File: src/rtl/keypad_scanner.sv
// rtl/keypad_scanner.sv - 4x4 matrix keypad scanner with press/release debounce
//
// Purpose: debounces a key press on the active-low rows, then walks a single low
// column across the matrix to locate the key. It reports the key code and pulses
// a strobe for the start/reset/ok function keys. Afterwards it waits for a
// debounced release before returning to IDLE.
//
// Optional macro: KEYPAD_DEBUG_VIEW_EN
//   defined   -> the *_view ports mirror the FSM state, debounce counter and scan index
//   undefined -> the *_view ports are tied to 0 (functional behaviour unchanged)
//
// Ports:
//   CLK                 in   system clock, rising edge
//   rst                 in   asynchronous active-low reset
//   row[3:0]            in   keypad rows, active-low
//   col[3:0]            out  column drive, active-low, registered
//   data[3:0]           out  code of last detected key (4*row + col)
//   start/reset/ok      out  one-cycle strobes for codes 10/11/12
//   idle                out  high while the FSM is in IDLE
//   state_view[4:0]     out  one-hot FSM state (debug)
//   anti_shake_cnt_view out  debounce counter (debug)
//   col_scan_cnt_view   out  column scan index (debug)

module keypad_scanner #(
  parameter int DEBOUNCE_CYCLES = 20
) (
  input  logic       CLK,
  input  logic       rst,
  input  logic [3:0] row,
  output logic [3:0] col,
  output logic [3:0] data,
  output logic       start,
  output logic       reset,
  output logic       ok,
  output logic       idle,
  output logic [4:0] state_view,
  output logic [4:0] anti_shake_cnt_view,
  output logic [2:0] col_scan_cnt_view
);

  typedef enum logic [4:0] {
    IDLE        = 5'b00001,
    PRESS_CHECK = 5'b00010,
    SCAN        = 5'b00100,
    OUTPUT      = 5'b01000,
    FREE_CHECK  = 5'b10000
  } state_e;

  localparam logic [4:0] CNT_LAST = 5'(DEBOUNCE_CYCLES - 1);
  localparam logic [3:0] ROWS_IDLE = 4'b1111;

  state_e     state_q;
  logic [4:0] cnt_q;
  logic [2:0] k_q;
  logic [3:0] col_q;
  logic [3:0] data_q;
  logic       start_q;
  logic       reset_q;
  logic       ok_q;
  logic       idle_q;

  logic [1:0] hit_row_d;
  logic [3:0] code_d;
  logic [3:0] col_next_d;
  logic       any_row_low;

  assign any_row_low = (row != ROWS_IDLE);

  // Lowest row index wins when several keys share the driven column.
  always_comb begin
    hit_row_d = 2'd0;
    for (int r = 3; r >= 0; r--) begin
      if (!row[r]) hit_row_d = 2'(r);
    end
  end

  assign code_d = {hit_row_d, k_q[1:0]};

  // Column pattern for the next scan step; col is registered, so it is loaded
  // one cycle ahead of the index it belongs to.
  always_comb begin
    col_next_d = 4'b1111;
    col_next_d[k_q[1:0] + 2'd1] = 1'b0;
  end

  always_ff @(posedge CLK or negedge rst) begin
    if (!rst) begin
      state_q <= IDLE;
      cnt_q   <= 5'd0;
      k_q     <= 3'd0;
      col_q   <= 4'b0000;
      data_q  <= 4'd0;
      start_q <= 1'b0;
      reset_q <= 1'b0;
      ok_q    <= 1'b0;
      idle_q  <= 1'b1;
    end else begin
      start_q <= 1'b0;
      reset_q <= 1'b0;
      ok_q    <= 1'b0;
      unique case (state_q)
        IDLE: begin
          if (any_row_low) begin
            state_q <= PRESS_CHECK;
            cnt_q   <= 5'd0;
            idle_q  <= 1'b0;
          end
        end
        PRESS_CHECK: begin
          if (!any_row_low) begin
            state_q <= IDLE;
            cnt_q   <= 5'd0;
            idle_q  <= 1'b1;
          end else if (cnt_q == CNT_LAST) begin
            state_q <= SCAN;
            cnt_q   <= 5'd0;
            k_q     <= 3'd0;
            col_q   <= 4'b1110;
          end else begin
            cnt_q <= cnt_q + 5'd1;
          end
        end
        SCAN: begin
          if (any_row_low) begin
            state_q <= OUTPUT;
            col_q   <= 4'b0000;
            data_q  <= code_d;
            start_q <= (code_d == 4'd10);
            reset_q <= (code_d == 4'd11);
            ok_q    <= (code_d == 4'd12);
          end else if (k_q == 3'd3) begin
            // Every column tried without a hit: the press was spurious.
            state_q <= IDLE;
            k_q     <= k_q + 3'd1;
            col_q   <= 4'b0000;
            idle_q  <= 1'b1;
          end else begin
            k_q   <= k_q + 3'd1;
            col_q <= col_next_d;
          end
        end
        OUTPUT: begin
          state_q <= FREE_CHECK;
          cnt_q   <= 5'd0;
        end
        FREE_CHECK: begin
          if (any_row_low) begin
            cnt_q <= 5'd0;
          end else if (cnt_q == CNT_LAST) begin
            state_q <= IDLE;
            cnt_q   <= 5'd0;
            idle_q  <= 1'b1;
          end else begin
            cnt_q <= cnt_q + 5'd1;
          end
        end
        default: begin
          state_q <= IDLE;
          cnt_q   <= 5'd0;
          k_q     <= 3'd0;
          col_q   <= 4'b0000;
          idle_q  <= 1'b1;
        end
      endcase
    end
  end

  assign col   = col_q;
  assign data  = data_q;
  assign start = start_q;
  assign reset = reset_q;
  assign ok    = ok_q;
  assign idle  = idle_q;

`ifdef KEYPAD_DEBUG_VIEW_EN
  assign state_view          = state_q;
  assign anti_shake_cnt_view = cnt_q;
  assign col_scan_cnt_view   = k_q;
`else
  assign state_view          = 5'd0;
  assign anti_shake_cnt_view = 5'd0;
  assign col_scan_cnt_view   = 3'd0;
`endif

endmodule

File: config.mk
export PLATFORM = sky130hd
export DESIGN_NAME = keypad_scanner
export DESIGN_NICKNAME = d
export VERILOG_FILES = /design/src/rtl/keypad_scanner.sv
export SDC_FILE = /design/constraint.sdc
export NUM_CORES = 1
export LEC_CHECK = 0
export CAP_MARGIN = 25
export CORE_MARGIN = 3
export CORE_UTILIZATION = 45
export DETAILED_ROUTE_END_ITERATION = 6
export PLACE_DENSITY = 0.74
export SLEW_MARGIN = 20
export SYNTH_ARGS = -nofsm -noshare
export SYNTH_HDL_FRONTEND = slang
export SYNTH_SLANG_ARGS = --single-unit
File: constraint.sdc
create_clock -name CLK -period 1.6 [get_ports CLK]
set_input_delay 0.48 -clock CLK [delete_from_list [all_inputs] [get_ports CLK]]
set_output_delay 0.48 -clock CLK [all_outputs]
set_load 0.005 [all_outputs]
# == Word-level counts from Yosys, hierarchy flattened ==
# Index checks and enable logic that the tools add are counted.
# op_classes
n_addsub,3
n_lt_le_gt_ge,2
n_eq_ne,21
muxes,41
bitwise_logic,4
reduce_logical,8
# op_table
cell,count
5-bit two-way mux,11
5-bit one-hot mux with 5 select lines,1
5-bit one-hot mux with 4 select lines,1
4-bit two-way mux,4
2-bit != test (second input constant),8
1-bit two-way mux,13
4-bit == test (second input constant),3
4-bit one-hot mux with 3 select lines,1
5-bit == test (second input constant),2
3-bit two-way mux,3
3-bit one-hot mux with 3 select lines,1
2-bit two-way mux,4
7-bit AND reduction,1
3-bit != test (second input constant),2
5-bit by 1-bit adder with 5-bit output (second input constant),1
5-bit by 1-bit == test with 1-bit output (second input constant),1
5-bit by 2-bit == test with 1-bit output (second input constant),1
5-bit by 3-bit == test with 1-bit output (second input constant),1
5-bit by 4-bit == test with 1-bit output (second input constant),1
1-bit one-hot mux with 5 select lines,1
5-bit AND reduction,1
4-bit != test (second input constant),1
4-bit NOT,1
2-bit AND reduction,2
11 further kinds,13
# word_totals
regBits,25
in_bits,6
output_inout_bits,25
word_cells,88

# == Logic depth before layout (Yosys ltp) ==
# depth
word_depth,9
mapped_depth,6
mapped_depth_nobuf,5

# == Least setup slack after synthesis ==
# OpenSTA, ideal clock, no wires.
# synth_path
kind,register -> register
from,register state_q[3]
to,register col_q[1] (netlist: col[1])
arrival_time_ps,1573
required_ps,1472
path_slack_ps,-100
stages_incl_launch_ff,5
period_less_slack_ps,1700
path_cell_list,dfrtp_1 > or3_4 > or3_4 > nand3_2 > mux2_1
# synth_between
elab_chain_len,4
# synth_rtl
item,line,text
"start, declared",52,state_e state_q;
"start signal, assigned",88,state_q <= IDLE;
"start signal, assigned",104,state_q <= PRESS_CHECK;
"start signal, assigned",111,state_q <= IDLE;
"5-bit == test, or another cell as far along",101,unique case (state_q)
3-bit OR reduction (no source line),n/a,
1-bit NOT (no source line),n/a,
3-bit AND reduction (no source line),n/a,
"end signal, assigned",139,col_q <= col_next_d;
"end, declared",55,logic [3:0] col_q;
# Parallel ways exist; a longest one is shown, timed or not.
# A chain may end at the register's enable or synchronous reset.

# == Final worst setup path ==
# layout_path
from,register state_q[4]
to,register col_q[2] (netlist: col[2])
# Same word-level chain as after synthesis.

==> flow_summary_export.csv <==
group,metric,value,unit
worst_setup_path,r2r-start,"state_q[4]",
run_status,status,"finished, violations left",
timing,setup_violations,9,
grt,grt_pass1_wl,6.09,mm
final_layout,syn_to_final_growth,40.7,%
synth,synth_area,1460,sq um
drt,wl_per_cell,14.6,um
place,port_buffers,17,
floorplan,rows,20,
timing,grt_setup_unrepaired,"true",
worst_setup_path,critPathKind,"reg -> reg",
timing,post-route-min-period,1.71,ns
final_layout,fin_area,2060,sq um
timing,period_share,1.07,
drt,vias,1268,
clock_tree,numCtsBuffers,3,
floorplan,core_area,3080,sq um
grt,grt_pass1_vias,1271,
grt,grt_max_degree,26,
clock_tree,cts_max_path_buffers,2,
synth,ys_async_sr_fraction,1.00,
run_status,violations,"setup timing",
synth,ys_ff_latch,25,
floorplan,die-area,3970,sq um
clock_tree,htreeDepth,1,
worst_setup_path,path_max_fanout,4,
clock_tree,hold_buffers,0,
timing,slew_violations,0,
hold_path,hp-class,"in -> async",
grt,grt_usage,0.193,
grt,grt-ovfl-total,0,
timing,max_freq,586,MHz
grt,antenna_found_initial,0,
place,dp_slack,-0.546,ns
synth,synth_cell_type_count,41,
floorplan,initial_core_util,0.475,
floorplan,io_pins,31,
clock_tree,cts_root_buffer,"clkbuf_4",
final_layout,layout-drive-gt1-share,0.373,
worst_setup_path,worstPathRequired,1.84,ns
synth,avgSynthCellArea,10.2,sq um
drt,vias_per_cell,5.18,
worst_setup_path,startpoint_type,"register",
drt,firstDrtPassIters,4,
clock_tree,clkTransAtPathRegs,0.15,ns
synth,synth_edf_count,0,
worst_setup_path,cp-end-kind,"register",
worst_setup_path,crit_start,"state_q[4]",
clock_tree,cts_tree,"yes",
clock_tree,cts_sinks,25,
drt,initialDrtViolationCount,39,
power_and_ir_drop,power_density,956,nW/um^2
synth,yosysWarnings,0,
power_and_ir_drop,ir_worst_vdd,845,uV
worst_setup_path,reg2reg_depth,4,
floorplan,die_x,63.0,um
power_and_ir_drop,p_leak,1.04,nW
place,place_hpwl,2.61,mm
timing,fin_ws,-0.107,ns
place,gp_congestion,0.876,
floorplan,die_y,63.0,um
run,cap_violations,0,
synth,ys_seq_area_frac,0.429,
synth,synth_ff_type,"dfrtp_1",
worst_setup_path,critPathArrivalTime,1.94,ns
final_layout,nets,216,
final_layout,antenna_cells,0,
drt,drc,0,
place,place_area,1840,sq um
timing,clock_skew,0.00139,ns
clock_tree,clk-insertion-delay-late,0.33,ns
final_layout,final_core_util,0.669,
synth,synth_cells,143,
timing,hold_violations,0,
drt,ant_nets,0,
drt,wl,3.59,mm
[worst max-delay path, stage by stage, from the launching register on]
cell     delay [ns]
dfrtp_1        0.41
or3_4          0.40
or3_4          0.37
nand3_4        0.13
mux2_4         0.30
[per-layer routing]
metal / track usage / part of all wire / up-vias / routed length (um)
met4: 0.0496 / 0.0095 / 0 / 34
met1: 0.227 / 0.43 / 631 / 1540
met5: 0 / 0 / - / 0
met2: 0.350 / 0.52 / 21 / 1880
met3: 0.0450 / 0.035 / 4 / 127
li1: - / - / 612 / -
[registers in the layout, summed over array words and instances (netlist names)]
signal and flops:
cnt_q 5, state_q 5, col 4, data 4, k_q 3, idle 1
ok 1, reset 1, start 1
[kinds of logic after synthesis]
kind of cell | Yosys count | synth area share
buf+inv | 24 | 0.105
other cells | 1 | 0.00256
flops | 25 | 0.429
compound gates | 35 | 0.157
fa+ha+maj | 8 | 0.0684
mux | 5 | 0.0376
simple gates | 45 | 0.200
[final timing paths]
check | slack (ns) | endpoint
max in group asynchronous | 0.82 | state_q[0]
min in group CLK | 0.50 | data[1]
worst max-delay path | -0.11 | col[2]
worst min-delay path | 0.48 | data[2]
worst min register to register | 0.50 | data[1]
worst max register to register | -0.11 | col[2]
[layout make-up]
cell class                 count  area [sq um]
fill                         256          1020
multi-input combinational    106           848
timing repair buffer          58           469
clock buffer                   3          22.5
inverter                       8          30.0
tap                           44          55.1
sequential                    25           628
clock inverter                 1          5.00
[placed cells by master (no fill, tap or decap), types with 2 or more instances in the layout]
| master | count |
|---|---|
| o2111ai_2 | 2 |
| buf_6 | 4 |
| dfrtp_1 | 23 |
| buf_4 | 37 |
| nor4_4 | 2 |
| or3_4 | 2 |
| nor2_1 | 3 |
| o2bb2ai_1 | 3 |
| nor2b_1 | 2 |
| or4_1 | 2 |
| dfstp_2 | 2 |
| o31ai_1 | 2 |
| nand2_1 | 9 |
| conb_1 | 13 |
| and2_1 | 3 |
| ha_1 | 7 |
| inv_1 | 8 |
| o31ai_2 | 2 |
| a31oi_1 | 2 |
| nand4_1 | 3 |
| a21oi_1 | 6 |
| a22oi_2 | 2 |
| o21ai_1 | 4 |
| clkbuf_4 | 3 |
| o21ai_0 | 6 |
| dlygate4sd2_1 | 15 |
| nor3_4 | 2 |
| mux2_4 | 4 |
| nand3_1 | 4 |
[through the flow]
| step | hold slack [ns] | setup TNS [ns] | std cells | total power, mW |
|---|---|---|---|---|
| global route | 0.485 | -1.58 | 245 | 2.09 |
| floorplan | 0.184 | -0.300 | 155 | 1.23 |
| finish | 0.483 | -0.633 | 245 | 1.97 |
| detailed placement | 0.473 | -7.47 | 231 | 1.50 |
| CTS | 0.495 | -0.638 | 239 | 1.86 |
| global placement | 0.465 | -6.47 | 231 | 1.46 |
[cells in the mapped netlist (all sizes together), types with 4 or more instances]
cell type	count	area (sq um)
nand2	10	37.5
inv	8	30.0
a21oi	6	30.0
ha	8	100
and2	4	27.5
nor3	4	20.0
mux2	4	45.0
nor2	4	15.0
buf	15	120
nand4	4	31.3
nand3	6	35.0
o31ai	4	30.0
dfrtp	23	576
o21ai	10	50.1
[power by group]
group / total (mW) / internal, mW / switching, mW
clock network: 0.302 / 0.0941 / 0.208
registers: 0.806 / 0.733 / 0.0725
logic: 0.860 / 0.446 / 0.414
total: 1.97 / 1.27 / 0.695
[repair_timing]
item | 4_1_cts | 5_1_grt
setup endpoints to repair | 33 | 21
pin swaps | 7 | 11
resized for setup | 30 | 20
hold endpoints to repair | 0 | 0
setup buffers | 4 | 6
No activity file was read; power rests on OpenSTA's default activity.
